===== src/rtl/sparse_expand_if.sv =====
// Sparse-beat input channel and dense-frame output channel for sparse_expand.
// slave is the expander's view; master is the producer/consumer side.
interface sparse_expand_if #(
    parameter int N    = 8,
    parameter int LOGN = 3,
    parameter int W    = 8
);
    logic              in_valid;
    logic              in_ready;
    logic [LOGN-1:0]   in_addr;
    logic [W-1:0]      in_data;
    logic              in_last;
    logic              out_valid;
    logic              out_ready;
    logic [N-1:0]      out_mask;
    logic [N*W-1:0]    out_data;
    logic [LOGN:0]     out_count;
    logic              dup_err;

    modport slave (
        input  in_valid, in_addr, in_data, in_last, out_ready,
        output in_ready, out_valid, out_mask, out_data, out_count, dup_err
    );

    modport master (
        output in_valid, in_addr, in_data, in_last, out_ready,
        input  in_ready, out_valid, out_mask, out_data, out_count, dup_err
    );
endinterface


===== src/rtl/sparse_expand.sv =====
// Collects (index, value) beats into a dense N-element frame and holds it
// until the consumer takes it.
//
// state   | meaning
// COLLECT | accepting beats, building mask/count/dup for the current frame
// HOLD    | frame complete, presented on out_* until out_ready
module sparse_expand #(
    parameter int N    = 8,
    parameter int LOGN = 3,
    parameter int W    = 8
) (
    input logic            clk,
    input logic            rst_n,
    sparse_expand_if.slave bus
);
    typedef enum logic {
        COLLECT = 1'b0,
        HOLD    = 1'b1
    } state_t;

    state_t          state_q;
    logic            out_valid_q;
    logic [N-1:0]    mask_q;
    logic [LOGN:0]   count_q;
    logic            dup_q;
    logic [W-1:0]    slot_q [N];
    logic            accept;

    // Held low through reset so nothing is taken while the frame is discarded.
    assign bus.in_ready  = rst_n & (state_q == COLLECT);
    assign accept        = bus.in_valid & bus.in_ready;

    always_ff @(posedge clk or negedge rst_n) begin
        if (!rst_n) begin
            state_q     <= COLLECT;
            out_valid_q <= 1'b0;
            mask_q      <= '0;
            count_q     <= '0;
            dup_q       <= 1'b0;
        end else begin
            case (state_q)
                COLLECT: begin
                    if (accept) begin
                        mask_q[bus.in_addr] <= 1'b1;
                        if (mask_q[bus.in_addr]) begin
                            dup_q <= 1'b1;
                        end else begin
                            count_q <= count_q + 1'b1;
                        end
                        if (bus.in_last) begin
                            state_q     <= HOLD;
                            out_valid_q <= 1'b1;
                        end
                    end
                end
                HOLD: begin
                    if (bus.out_ready) begin
                        state_q     <= COLLECT;
                        out_valid_q <= 1'b0;
                        mask_q      <= '0;
                        count_q     <= '0;
                        dup_q       <= 1'b0;
                    end
                end
                default: begin
                    state_q     <= COLLECT;
                    out_valid_q <= 1'b0;
                end
            endcase
        end
    end

    // Slot storage is left unreset; the mask gates stale contents on output.
    always_ff @(posedge clk) begin
        if (accept) begin
            slot_q[bus.in_addr] <= bus.in_data;
        end
    end

    always_comb begin
        bus.out_data = '0;
        for (int i = 0; i < N; i++) begin
            if (mask_q[i]) begin
                bus.out_data[i*W +: W] = slot_q[i];
            end
        end
    end

    assign bus.out_valid = out_valid_q;
    assign bus.out_mask  = mask_q;
    assign bus.out_count = count_q;
    assign bus.dup_err   = dup_q;
endmodule


===== src/flat_wrapper.sv =====
// flat-port wrapper written by rule: the top's interface ports become plain ports
module sparse_expand_flat 
#(
    parameter int N    = 8,
    parameter int LOGN = 3,
    parameter int W    = 8
)
  (clk, rst_n, bus_in_valid, bus_in_addr, bus_in_data, bus_in_last, bus_out_ready, bus_in_ready, bus_out_valid, bus_out_mask, bus_out_data, bus_out_count, bus_dup_err);
  sparse_expand_if #(.N(N), .LOGN(LOGN), .W(W)) bus_i ();
  input logic clk;
  input logic rst_n;
  input wire logic [$bits(bus_i.in_valid)-1:0] bus_in_valid;
  input wire logic [$bits(bus_i.in_addr)-1:0] bus_in_addr;
  input wire logic [$bits(bus_i.in_data)-1:0] bus_in_data;
  input wire logic [$bits(bus_i.in_last)-1:0] bus_in_last;
  input wire logic [$bits(bus_i.out_ready)-1:0] bus_out_ready;
  output wire logic [$bits(bus_i.in_ready)-1:0] bus_in_ready;
  output wire logic [$bits(bus_i.out_valid)-1:0] bus_out_valid;
  output wire logic [$bits(bus_i.out_mask)-1:0] bus_out_mask;
  output wire logic [$bits(bus_i.out_data)-1:0] bus_out_data;
  output wire logic [$bits(bus_i.out_count)-1:0] bus_out_count;
  output wire logic [$bits(bus_i.dup_err)-1:0] bus_dup_err;
  assign bus_i.in_valid = bus_in_valid;
  assign bus_i.in_addr = bus_in_addr;
  assign bus_i.in_data = bus_in_data;
  assign bus_i.in_last = bus_in_last;
  assign bus_i.out_ready = bus_out_ready;
  assign bus_in_ready = bus_i.in_ready;
  assign bus_out_valid = bus_i.out_valid;
  assign bus_out_mask = bus_i.out_mask;
  assign bus_out_data = bus_i.out_data;
  assign bus_out_count = bus_i.out_count;
  assign bus_dup_err = bus_i.dup_err;
  sparse_expand #(.N(N), .LOGN(LOGN), .W(W)) u_core (.clk(clk), .rst_n(rst_n), .bus(bus_i));
endmodule

===== config.mk =====
export PLATFORM = sky130hd
export DESIGN_NAME = sparse_expand_flat
export DESIGN_NICKNAME = d
export VERILOG_FILES = /design/src/rtl/sparse_expand_if.sv /design/src/rtl/sparse_expand.sv /design/src/flat_wrapper.sv
export SDC_FILE = /design/constraint.sdc
export NUM_CORES = 1
export LEC_CHECK = 0
export BUFFER_PORTS_ARGS = -buffer_cell sky130_fd_sc_hd__buf_2
export CAP_MARGIN = 40
export CORE_AREA = 2 2 82 84
export CTS_CLUSTER_SIZE = 12
export DETAILED_ROUTE_END_ITERATION = 8
export DIE_AREA = 0 0 84 86
export PLACE_DENSITY = 0.76
export SLEW_MARGIN = 20
export SYNTH_ARGS = -nofsm -noshare
export SYNTH_HDL_FRONTEND = slang
export SYNTH_SLANG_ARGS = --single-unit
export TNS_END_PERCENT = 30

===== constraint.sdc =====
create_clock -name clk -period 2.35 [get_ports clk]
set_clock_uncertainty 0.15 [all_clocks]
set_input_delay 0.235 -clock clk [delete_from_list [all_inputs] [get_ports clk]]
set_output_delay 0.235 -clock clk [all_outputs]
set_load 0.02 [all_outputs]

[After elaboration in Yosys (flattened, before gate mapping)]
Memories as Yosys holds them, arrays and structs flattened.
Cells that the tools add are included.
Storage, ports and cells
  latch bits: 0
  output and inout port bits: 79
  memories kept: 1
  bits in read-only memories: 0
  bits of input ports: 16
  bits in registers: 15
  bits in writable memories: 64
Memory list
  u_core.slot_q: depth 8, bits a word 8, rd ports 8, clocked after memory_dff 0, wr ports 1, line sparse_expand.sv:26  | logic [W-1:0] slot_q [N];
Cells by class
  magnitude comparators: 2
  bitwise operators: 4
  equal/unequal tests: 5
  muxes and demuxes: 32
  add/subtract/negate cells: 1
  reduce and logical (&&, ||, !) cells: 5
  div/mod/pow operators: 0
  shifts and indexed selects: 0
  multipliers: 0
Operators by type and width (count)
  $mux W8: 10
  $pmux W8 S2: 1
  $mux W1: 12
  $mux W4: 3
  $reduce_and A3 Y1: 3
  $ne A2 B2 Y1 const B: 4
  $or A8 B8 Y8: 1
  $pmux W4 S2: 1
  $pmux W1 S2: 3
  $add A4 B1 Y4 const B: 1
  $lt A3 B4 Y1 const B: 1
  $bmux W1 S3: 1
  $demux W1 S3: 1
  $ge A3 B1 Y1 const B: 1
  $and A1 B1 Y1: 2
  $ne A2 B1 Y1 const B: 1
  $reduce_and A2 Y1: 1
  $logic_and A1 B1 Y1: 1
  $not A1 Y1: 1

[Longest topological paths before layout]
  word-level depth: 7
  mapped depth: 5
  depth with buffers taken out: 4

[Least setup slack after synthesis]
OpenSTA, ideal clock, no wires.
  path kind: reg2reg
  from: reg u_core.state_q
  to: mem u_core.slot_q[0][0], enable pin
  buffers on the path: 0
  library setup time: 398 ps
  stages on the path, launching flop included: 4
  required time: 1802 ps
  setup slack: -83 ps
  arrival: 1885 ps
  path through: dfrtp_1 -> nor2b_1 -> nand2_1 -> nor4_1
Between the ends
  word-level cells in the longest chain between the ends: 5
RTL lines
  start: declaration: line sparse_expand.sv:21  | state_t state_q;
  start signal: assignment: line sparse_expand.sv:35  | state_q <= COLLECT;
  start signal: assignment: line sparse_expand.sv:51  | state_q <= HOLD;
  start signal: assignment: line sparse_expand.sv:58  | state_q <= COLLECT;
  $not A1 Y1: line sparse_expand.sv:30  | assign bus.in_ready = rst_n & (state_q == COLLECT);
  $and A1 B1 Y1: line sparse_expand.sv:30
  net bus_in_ready: line flat_wrapper.sv:17  | output wire logic [$bits(bus_i.in_ready)-1:0] bus_in_ready;
  $and A1 B1 Y1: line sparse_expand.sv:31  | assign accept = bus.in_valid & bus.in_ready;
  $mux W1: line sparse_expand.sv:75  | if (accept) begin
  $mux W1 (not written as such): line sparse_expand.sv:76  | slot_q[bus.in_addr] <= bus.in_data;
  end: declaration: line sparse_expand.sv:26
The timed path passes the listed nets, and every way through them passes these cells.

[Worst setup path after layout]
  from: in rst_n
  to: mem u_core.slot_q[1][6], enable pin
Between the ends
  word-level cells in the longest chain between the ends: 4
RTL lines
  start: declaration: line flat_wrapper.sv:11  | input logic rst_n;
  $and A1 B1 Y1: line sparse_expand.sv:30
  $and A1 B1 Y1: line sparse_expand.sv:31
  $mux W1: line sparse_expand.sv:75
  $mux W1 (not written as such): line sparse_expand.sv:76
Every way passes these cells.

==> impl_results.md <==
- Simple-Gate Fraction of Synth Area: 17.4%
- Clock Path Buffers: 2
- H-tree depth: 3
- Final Wtd Congestion: 0.800
- Vias in the first global route: 1871
- Final min period: 1960 ps
- Main combinational cell family by area after synthesis: simple AND/OR/NAND/NOR gates
- Worst slew pin tran: 488 ps
- Fill count: 490
- FF-to-FF setup slack: 420 ps
- Mapped cell area: 0.00307 mm2
- Psw: 897 uW
- Cell taking the most area after synthesis: edfxtp_1
- Critical-path maximum fanout: 9
- Critical setup path kind: input port to flip-flop
- DRT antenna net count: 0
- Largest cells by area after synthesis: edfxtp_1 (63%), and2_1 (13%), dfrtp_1 (12%), o21a_1 (2.0%), mux4_2 (1.5%)
- Cell-internal power: 2180 uW
- Share of the synthesized area in the top cell type: 62.5%
- IO buf count: 94
- Post-Syn Instances: 200
- N_diodes: 0
- Die width: 84 um
- Largest net degree at the start of global routing: 14
- Worst reg2reg path depth: 4
- Rows: 29
- FMAX: 511 MHz
- Grt ovf: 0
- Library cells used by synthesis: 26
- Syn_area_per_cell: 15.4 um2
- Pleak: 0.00170 uW
- All-layer global routing usage: 18.5%
- Relative slew slack: 67.4%
- Min-Delay Endpoint: u_core.slot_q[3][5]
- Critical Path Sink Type: flip-flop
- Post-synthesis xor/xnor area fraction: 0%
- Status: finished clean
- Flop pwr share: 54.5%
- Initial Util: 49.0%
- Core ar.: 0.00628 mm2
- DIE AREA: 0.00722 mm2
- Vias: 1938
- Syn_nets: 217
- Worst hold path class: input port to flip-flop
- Fin crit share: 83.3%
- GR met3 Demand/Resource: 6.16%
- Sw Ratio: 29.2%
- Worst Hold Depth: 1
- Grt met1 use: 25.1%
- VDD IR max: 0.466 mV
- Critical Path RT: 2250 ps
- Register Area: 0.00230 mm2
- Root buf cell: clkbuf_8
- DRC: 0
- Routed len/inst: 15.7 um
- Antenna violations before repair: 0
- Post-synthesis compound-gate area fraction: 3.75%
- Clock sink total: 79
- Power density cells: 792 mW/mm2
- CTS buffer count: 9
- First-pass GRT wire length: 9800 um
- Startpoint types: input port
- Area of the multi-input gates: 748 um2
- CTS tree: done
- Final setup fails: 0
- R2r startpoint: u_core.bus.out_mask[6]
- Hold WS: 73.6 ps
- Final wirelength: 6220 um
- RSZ-0062 raised after global routing: false
- Worst min-delay path startpoint: bus_in_data[5]
- DP Wirelength: 4370 um
- Pins Over Slew Limit: 0
- Clk Latency, worst-skew pair: 340 ps
- Mux cell area share after synthesis: 2.61%
- M2 GR Usage: 27.3%
- Vias per cell: 4.91
- DIE HEIGHT: 86 um
- Clk network pwr share: 26.1%
- #FFs+latches synth: 79
- Area share of fa/ha/maj cells after synthesis: 0.407%
- WP data arrival: 1860 ps
- Max Cap Violations: 0
- Fraction of layout cells with a size suffix above 1: 37.7%
- GR peak layer: met2
- CTS resizes: 0
- Synthesis warning total: 0
- Fin Setup TNS: 0 ps
- Initial drt markers: 119
- Final Hold Vio Count: 0
- Fin nets: 330
- Clock transition at path regs: 70 ps
- Worst r2r dst: u_core.bus.out_count[3]
- IO Pins: 95
- First-pass iteration count of the detailed router: 4
- Comb power frac: 19.4%
- Tot Pwr: 3070 uW
- Area Overhead vs Synth: 26.2%
- Seq/Total Area, Yosys: 74.8%
-- cell usage after synthesis, drive strengths merged --
cell type,n
a211oi,1
a21oi,3
and2,64
and3b,1
buf,1
clkbuf,3
dfrtp,15
edfxtp,64
ha,1
inv,3
mux2,1
mux2i,2
mux4,2
nand2,10
nand2b,2
nand3,2
nand4,1
nor2,3
nor2b,1
nor3,6
nor4,1
o211a,1
o211ai,1
o21a,8
o21ai,3
-- worst max-delay path, cell delays in order --
cell and delay (ps):
dlygate4sd3_1 520, buf_2 230, and3b_1 350, nand2_1 160
nor3_1 150, buf_4 200
-- flip-flops by register name, summed over array words and instances (netlist names) --
register	flops
u_core.slot_q	64
u_core.bus.out_valid	1
u_core.state_q	1
u_core.bus.dup_err	1
u_core.bus.out_mask	8
u_core.bus.out_count	4
-- metrics by stage --
step / setup slack (ps) / instance area (um2) / utilization, % / std cells
floorplan: 114 / 3080 / - / 200
finish: 392 / 3880 / 61.8 / 395
global route: 274 / 3880 / 61.8 / 395
global placement: 488 / 3690 / 58.8 / 376
detailed placement: 410 / 3690 / 58.8 / 376
CTS: 400 / 3880 / 61.8 / 395
-- kinds of logic (layout without fill, tap and decap cells) --
family / after synthesis / count (layout)
muxes: 5 / 5
AOI/OAI and AO/OA: 17 / 17
buffers and inverters: 7 / 125
and+or+nand+nor: 91 / 91
adders and majority gates: 1 / 1
DFF: 79 / 79
-- power groups by stage --
stage,logic (uW),registers (uW),clock network (uW)
2_1_floorplan,306,1750,0
3_3_place_gp,591,1700,0
3_5_place_dp,596,1700,0
4_1_cts,603,1680,822
5_1_grt,643,1690,891
6_report,596,1670,801
-- metal layers --
metal  share of wire [%]  vias up
met5                   0        -
met4                 2.4        0
met3                 7.2       12
met2                  46       70
met1                  45      922
li1                    -      934
-- repair_timing --
item,CTS,global route
hold buffers,3,0
endpoints found under the hold margin,18,0
buffers inserted,0,0
-- layout make-up --
type                    instances  area share [%]
clock inverters                 6           0.742
repair buffers                106            14.6
well taps                      77            2.48
clock buffers                  10            3.29
inverters                       3           0.290
flip-flops and latches         79            59.2
multi-input cells             114            19.3
-- worst max-delay path by stage --
stage,startpoint,to,slack [ps],depth (start not counted)
after floorplan,u_core.state_q,u_core.slot_q[2][0],110,3
after global placement,u_core.bus.out_mask[7],u_core.bus.out_count[3],490,4
after detailed placement,u_core.bus.out_mask[1],u_core.bus.out_count[3],410,4
after CTS,rst_n,u_core.slot_q[1][2],400,6
after global routing,rst_n,u_core.slot_q[1][2],270,6
final,rst_n,u_core.slot_q[1][6],390,6
-- layout by cell type (no fill, tap or decap), types with 2 or more instances in the layout --
cell / n
mux4_2: 2
clkinv_2: 2
nand2b_1: 2
mux2i_1: 2
dfrtp_1: 15
nand3_1: 2
o21ai_0: 3
nor2_1: 3
and2_1: 64
buf_2: 94
clkinv_1: 3
nor3_1: 5
clkbuf_8: 9
inv_1: 3
edfxtp_1: 64
a21oi_1: 3
dlygate4sd3_1: 3
o21a_1: 8
nand2_1: 10
buf_4: 9
Note: power is estimated with default switching activity, not from simulation.
